--- config.mk ---
export PLATFORM = sky130hd
export DESIGN_NAME = decoder_2x4_seq
export DESIGN_NICKNAME = d
export VERILOG_FILES = /design/src/rtl/decoder_2x4_seq.sv
export SDC_FILE = /design/constraint.sdc
export NUM_CORES = 1
export LEC_CHECK = 0
export BUFFER_PORTS_ARGS = -buffer_cell sky130_fd_sc_hd__buf_2
export CAP_MARGIN = 15
export CELL_PAD_IN_SITES_DETAIL_PLACEMENT = 1
export CELL_PAD_IN_SITES_GLOBAL_PLACEMENT = 2
export CORE_UTILIZATION = 25
export CTS_BUF_LIST = sky130_fd_sc_hd__clkbuf_8
export DETAILED_ROUTE_END_ITERATION = 8
export PLACE_DENSITY = 0.67
export SYNTH_ARGS = -nofsm -noshare
export SYNTH_HDL_FRONTEND = slang
export SYNTH_SLANG_ARGS = --single-unit
--- constraint.sdc ---
create_clock -name clk -period 2 [get_ports clk]
set_clock_uncertainty 0.1 [all_clocks]
set_input_delay 0.3 -clock clk [delete_from_list [all_inputs] [get_ports clk]]
set_output_delay 0.3 -clock clk [all_outputs]
set_load 0.005 [all_outputs]
--- src/rtl/decoder_2x4_seq.sv ---
// 2-to-4 one-hot decoder with valid/ready handshakes and a 2-entry output FIFO.
// Define DEC_ACCUM_EN to OR beats of a frame together and emit one word per frame.
module decoder_2x4_seq (
    input  logic       clk,
    input  logic       rst_n,
    input  logic       in_valid,
    output logic       in_ready,
    input  logic [1:0] in_code,
    input  logic       in_en,
    input  logic       in_last,
    output logic       out_valid,
    input  logic       out_ready,
    output logic [3:0] out_onehot,
    output logic [7:0] out_cnt
);

    logic [1:0] occ_q, occ_d;
    logic [3:0] head_q, head_d;
    logic [3:0] tail_q, tail_d;
    logic [7:0] cnt_q, cnt_d;
    logic       rdy_q, rdy_d;

    logic [3:0] dec_word;
    logic [3:0] push_word;
    logic       accept;
    logic       pop;
    logic       push;

    always_comb begin
        dec_word = 4'b0000;
        if (in_en) begin
            dec_word = 4'b0001 << in_code;
        end
    end

    assign accept = in_valid & rdy_q;
    assign pop    = (occ_q != 2'd0) & out_ready;

`ifdef DEC_ACCUM_EN
    typedef enum logic {
        IDLE,
        ACC
    } state_t;

    state_t     state_q, state_d;
    logic [3:0] acc_q, acc_d;

    always_comb begin
        state_d   = state_q;
        acc_d     = acc_q;
        push      = 1'b0;
        push_word = acc_q | dec_word;
        if (accept) begin
            if (in_last) begin
                push    = 1'b1;
                acc_d   = 4'b0000;
                state_d = IDLE;
            end else begin
                acc_d   = acc_q | dec_word;
                state_d = ACC;
            end
        end
    end

    always_ff @(posedge clk or negedge rst_n) begin
        if (!rst_n) begin
            state_q <= IDLE;
            acc_q   <= 4'b0000;
        end else begin
            state_q <= state_d;
            acc_q   <= acc_d;
        end
    end
`else
    logic unused_in_last;

    assign unused_in_last = in_last;

    always_comb begin
        push      = accept;
        push_word = dec_word;
    end
`endif

    // Occupancy 2 never coincides with a push, since in_ready is low there.
    always_comb begin
        occ_d  = occ_q;
        head_d = head_q;
        tail_d = tail_q;
        case ({push, pop})
            2'b11: begin
                head_d = push_word;
            end
            2'b10: begin
                if (occ_q == 2'd0) begin
                    head_d = push_word;
                    occ_d  = 2'd1;
                end else begin
                    tail_d = push_word;
                    occ_d  = 2'd2;
                end
            end
            2'b01: begin
                if (occ_q == 2'd2) begin
                    head_d = tail_q;
                    occ_d  = 2'd1;
                end else begin
                    head_d = 4'b0000;
                    occ_d  = 2'd0;
                end
            end
            default: begin
            end
        endcase
    end

    always_comb begin
        cnt_d = cnt_q;
        if (pop) begin
            cnt_d = cnt_q + 8'd1;
        end
        rdy_d = (occ_d != 2'd2);
    end

    always_ff @(posedge clk or negedge rst_n) begin
        if (!rst_n) begin
            occ_q  <= 2'd0;
            head_q <= 4'b0000;
            tail_q <= 4'b0000;
            cnt_q  <= 8'd0;
            rdy_q  <= 1'b0;
        end else begin
            occ_q  <= occ_d;
            head_q <= head_d;
            tail_q <= tail_d;
            cnt_q  <= cnt_d;
            rdy_q  <= rdy_d;
        end
    end

    assign in_ready   = rdy_q;
    assign out_valid  = (occ_q != 2'd0);
    assign out_onehot = head_q;
    assign out_cnt    = cnt_q;

endmodule

After elaboration in Yosys (flattened, before gate mapping)

Index checks and enable logic that the tools add are counted.

Bits in registers: 19
Logic and storage cells: 28

Add/sub/neg operators: 1
Equal/unequal tests: 6
Shift operators: 1
Mux-type cells: 7
Bitwise operators: 3
Reduce and logical (&&, ||, !) cells: 5

Operator list:

| cell                                                               | count |
|---|---|
| 4-bit two-way mux                                                  | 3 |
| 4-bit one-hot mux with 3 select lines                              | 1 |
| 8-bit by 1-bit adder with 8-bit output (second input constant)     | 1 |
| 2-bit == test (second input constant)                              | 3 |
| 2-bit != test (second input constant)                              | 2 |
| 2-bit one-hot mux with 2 select lines                              | 1 |
| 2-bit AND reduction                                                | 2 |
| 1-bit by 2-bit << shifter with 4-bit output (first input constant) | 1 |
| 3-bit nonzero test                                                 | 1 |
| 1-bit AND                                                          | 2 |
| 2-bit by 1-bit == test with 1-bit output (second input constant)   | 1 |
| 2-bit logical NOT                                                  | 1 |
| 2-bit two-way mux                                                  | 1 |
| 2-bit nonzero test                                                 | 1 |
| 1-bit two-way mux                                                  | 1 |
| 1-bit NOT                                                          | 1 |

Depth between registers and ports, before layout

Word-level depth: 5
Mapped depth: 7
Mapped depth without buffers: 6

Worst setup path after synthesis

Ideal clock, no wire load.

Path kind: reg2reg
Start point: reg occ_q[1]
End point: reg head_q[1] (netlist: out_onehot[1])
Setup time: 125 ps
Data arrival time: 1800 ps
Data required time: 1775 ps
Setup slack: -25 ps
Stages on the path, launching flop included: 8
Buffers on the path: 1
Period minus slack after synthesis: 2025 ps
Path through: dfrtp_1 buf_6 o21ai_2 inv_1 ha_1 and3b_2 a32o_1 mux2_4

Word-level cells in the longest chain between the ends: 5
Elaborated cells on any way between the ends: 12
Those cells by class: eq/ne: 5; mux: 2; bitwise: 1; reduce/logical: 4

RTL lines:

| what                                                                             | RTL line | RTL |
|---|---|---|
| from (decl)                                                                      | 17       | `logic [1:0] occ_q, occ_d;` |
| from (signal assigned)                                                           | 127      | `occ_q <= 2'd0;` |
| from (signal assigned)                                                           | 133      | `occ_q <= occ_d;` |
| 2-bit nonzero test (*)                                                           | 37       | `assign pop = (occ_q != 2'd0) & out_ready;` |
| 1-bit AND (*)                                                                    | 37       |  |
| net pop                                                                          | 26       | `logic pop;` |
| 2-bit == test / 2-bit by 1-bit == test with 1-bit output (equally long branches) | 90       | `case ({push, pop})` |
| 2-bit != test (no line) / 3-bit nonzero test (equally long branches)             | n/a      |  |
| 2-bit AND reduction (no line)                                                    | n/a      |  |
| to (signal assigned)                                                             | 128      | `head_q <= 4'b0000;` |
| to (signal assigned)                                                             | 134      | `head_q <= head_d;` |
| to (decl)                                                                        | 18       | `logic [3:0] head_q, head_d;` |

Mark *: on every way through the listed nets, which the timed path passes. The rest lies on a longest branch.
A chain may end at the register's enable or synchronous reset.

Worst setup path in the final report

Start point: reg occ_q[0]
End point: reg head_q[1] (netlist: out_onehot[1])

The elaborated chain is that of the path after synthesis.

==> out/metrics.yaml <==
drt:
  first_iter_violations: 19
  firstDrtPassIters: 3
  wl_per_cell_um: 11.9
  wirelength_um: 1860
  antenna_left: 0
  via_per_inst: 4.39
  vias: 685
  drcViolationCount: 0
sta:
  rsz0062_at_grt: "false"
  setup_viol: 0
  fin_tns_setup_ns: 0
  max_freq_ghz: 0.555
  period_needed_ns: 1.80
  tightest_slew_ns: 0.432
  slew_headroom_pct: 71.2
  finalCritPeriodShare_pct: 90.1
  final-hold-violation-count: 0
  finalMaxSlewViolations: 0
power_and_ir_drop:
  leakage_nw: 0.589
  peakVddDrop_uv: 340
  p_per_area_nw_per_um2: 1280
die:
  ioPinCount: 22
  dieArea_um2: 3940
  chipHeight_um: 62.7
  core-area_um2: 3440
  rows: 21
  start_util_pct: 26.8
  die_x_um: 62.7
critical_path:
  crit_path_end_kind: "flip-flop"
  crit_arrival_ns: 1.85
  rr_worst_depth: 6
  path_cells: "o21ai_4 -> inv_1 -> ha_1 -> and3b_2 -> a32o_1 -> mux2_4"
  cp_max_fo: 4
  slowest_stage: "dfrtp_1"
  critPathMaxStageDelay_ns: 0.41
  criticalPathCategory: "flip-flop to flip-flop"
  cp-startpoint: "occ_q[0]"
  required_ns: 2.05
  start_kind: "flip-flop"
  crit_end: "out_onehot[1]"
  r2r_setup_slack_ns: 0.20
  reg2reg_from: "occ_q[0]"
  timing.rr.end: "out_onehot[1]"
synth:
  synth_area_leaders: "dfrtp_1 52%, mux2_4 6.5%, nand2_1 6.1%"
  seq_area_frac_synth_pct: 51.6
  ys_warn_count: 0
  ys_types: 26
  syn_avg_cell_area_um2: 11.2
  synth_top_area_share_pct: 51.6
  synth_top_cell_by_area: "dfrtp_1"
  ys.flop_type: "dfrtp_1"
  synth_nets: 93
  yosys_register_bits: 19
  syn_area_um2: 922
  synth_edf_count: 0
  async_flop_share_pct: 100
  syn_inst: 82
grt:
  grt_pass1_vias: 706
  grt-ovfl-total: 0
  grt_max_degree: 20
  grt_usage_pct: 11.1
  grt_pass1_wl_um: 3380
  antenna_found_initial: 0
cells_and_area:
  final_net_count: 122
  drive_gt1_share_pct: 33.6
  fin_area_um2: 1160
  syn_to_final_growth_pct: 26.1
  antenna_cells: 0
  final_core_util_pct: 33.8
clocking:
  cts_tree: "done"
  clock_latency_ns: 0.25
  clk_pin_slew_ns: 0.07
  cts_sinks: 19
  cts_resized: 0
  ctsHoldBuffers: 1
  clock_path_buffers: 2
  post_cts_buffers: 0
  cts_max_level: 1
  numCtsBuffers: 3
  cts_root_buf: "clkbuf_8"
place:
  dpl_cell_area_um2: 1110
  portBuffers: 20
  dp_hpwl_um: 1460
  gp_congestion: 0.708
worst_hold_path:
  hp-class: "input port to flip-flop"
  hold_path_depth: 2
run_status:
  status: "complete, no violations"
job:
  cap_viol_max_count: 0
## critical path, delay by kind of cell (launching register included)
family / cells / cell delay, ns
compound gates: 2 / 0.36
fa+ha+maj: 1 / 0.23
buf+inv: 1 / 0.07
flops: 1 / 0.41
mux: 1 / 0.26
simple gates: 1 / 0.25
## where the power goes
part           total, W  leakage (nW)  switching [W]  internal [W]
sequential     0.000636         0.248       0.000121      0.000515
clock          0.000267        0.0255       0.000129      0.000138
combinational  0.000579         0.315       0.000273      0.000306
## metal layers
| metal | vias to the layer above | GRT usage (%) | part of all wire [%] |
|---|---|---|---|
| li1 | 343 | - | - |
| met1 | 325 | 12.8 | 46 |
| met2 | 15 | 18.8 | 49 |
| met3 | 2 | 4.20 | 4.8 |
| met4 | 0 | 3.49 | 0.43 |
| met5 | - | 0 | 0 |
## how the worst min path moves through the flow
stage,startpoint,end,slack (ns)
global placement,rst_n,out_cnt[2],0.17
CTS,in_code[0],tail_q[0],0.18
global route,in_code[0],tail_q[0],0.19
finish,in_code[0],tail_q[0],0.20
floorplan,rst_n,in_ready,-0.1
detailed placement,rst_n,out_cnt[0],0.17
## cell families (layout without fill, tap and decap cells)
| logic type | count (synthesis) | count (layout) | synth area share [%] |
|---|---|---|---|
| multiplexers | 4 | 4 | 6.51 |
| AND/OR/NAND/NOR | 31 | 31 | 16.1 |
| buffers and inverters | 5 | 33 | 2.85 |
| adder cells (fa/ha/maj) | 3 | 3 | 4.07 |
| flip-flops | 19 | 19 | 51.6 |
| XOR/XNOR | 7 | 7 | 6.65 |
| AO/OA/AOI/OAI | 13 | 13 | 12.2 |
## cells in the mapped netlist, types with 2 or more instances
master / n
a32o_1: 2
dfrtp_1: 19
ha_1: 3
inv_1: 4
mux2_4: 4
nand2_1: 15
nand3_1: 3
nand4_1: 3
nor2_1: 3
nor3_1: 2
o21ai_0: 3
o21ai_2: 2
xnor2_1: 4
xor2_1: 3
## registers in the layout (all words and copies together), names as in the netlist
| name | flops |
|---|---|
| out_onehot | 4 |
| occ_q | 2 |
| in_ready | 1 |
| out_cnt | 8 |
| tail_q | 4 |
## per-stage QoR
| step | std cells | hold slack, ns | power, W | setup slack [ns] |
|---|---|---|---|---|
| final | 156 | 0.196 | 0.00148 | 0.198 |
| after global routing | 156 | 0.193 | 0.00161 | 0.102 |
| after CTS | 156 | 0.182 | 0.00151 | 0.169 |
| after detailed placement | 151 | 0.170 | 0.00123 | 0.182 |
| after global placement | 151 | 0.171 | 0.00122 | 0.202 |
| after floorplan | 82 | -0.0956 | 0.00101 | 0.0571 |
## cells in the final DEF (no fill, tap or decap), types with 2 or more instances in the layout
cell type,netlist,final
buf_2,0,20
dfrtp_1,19,19
nand2_1,15,15
inv_1,4,4
xnor2_1,4,4
mux2_4,4,4
buf_4,0,4
o21ai_0,3,3
nor2_1,3,3
nand3_1,3,3
nand4_1,3,3
xor2_1,3,3
ha_1,3,3
clkbuf_8,0,3
nor3_1,2,2
a32o_1,2,2
## area by class of cell
class | instances | area (um^2)
well taps | 46 | 57.6
inverters | 4 | 15.0
repair buffers | 25 | 140
clock inverters | 1 | 5.00
clock buffers | 3 | 41.3
flip-flops and latches | 19 | 475
fillers | 395 | 2280
multi-input cells | 58 | 428
No activity file was read; power rests on OpenSTA's default activity.
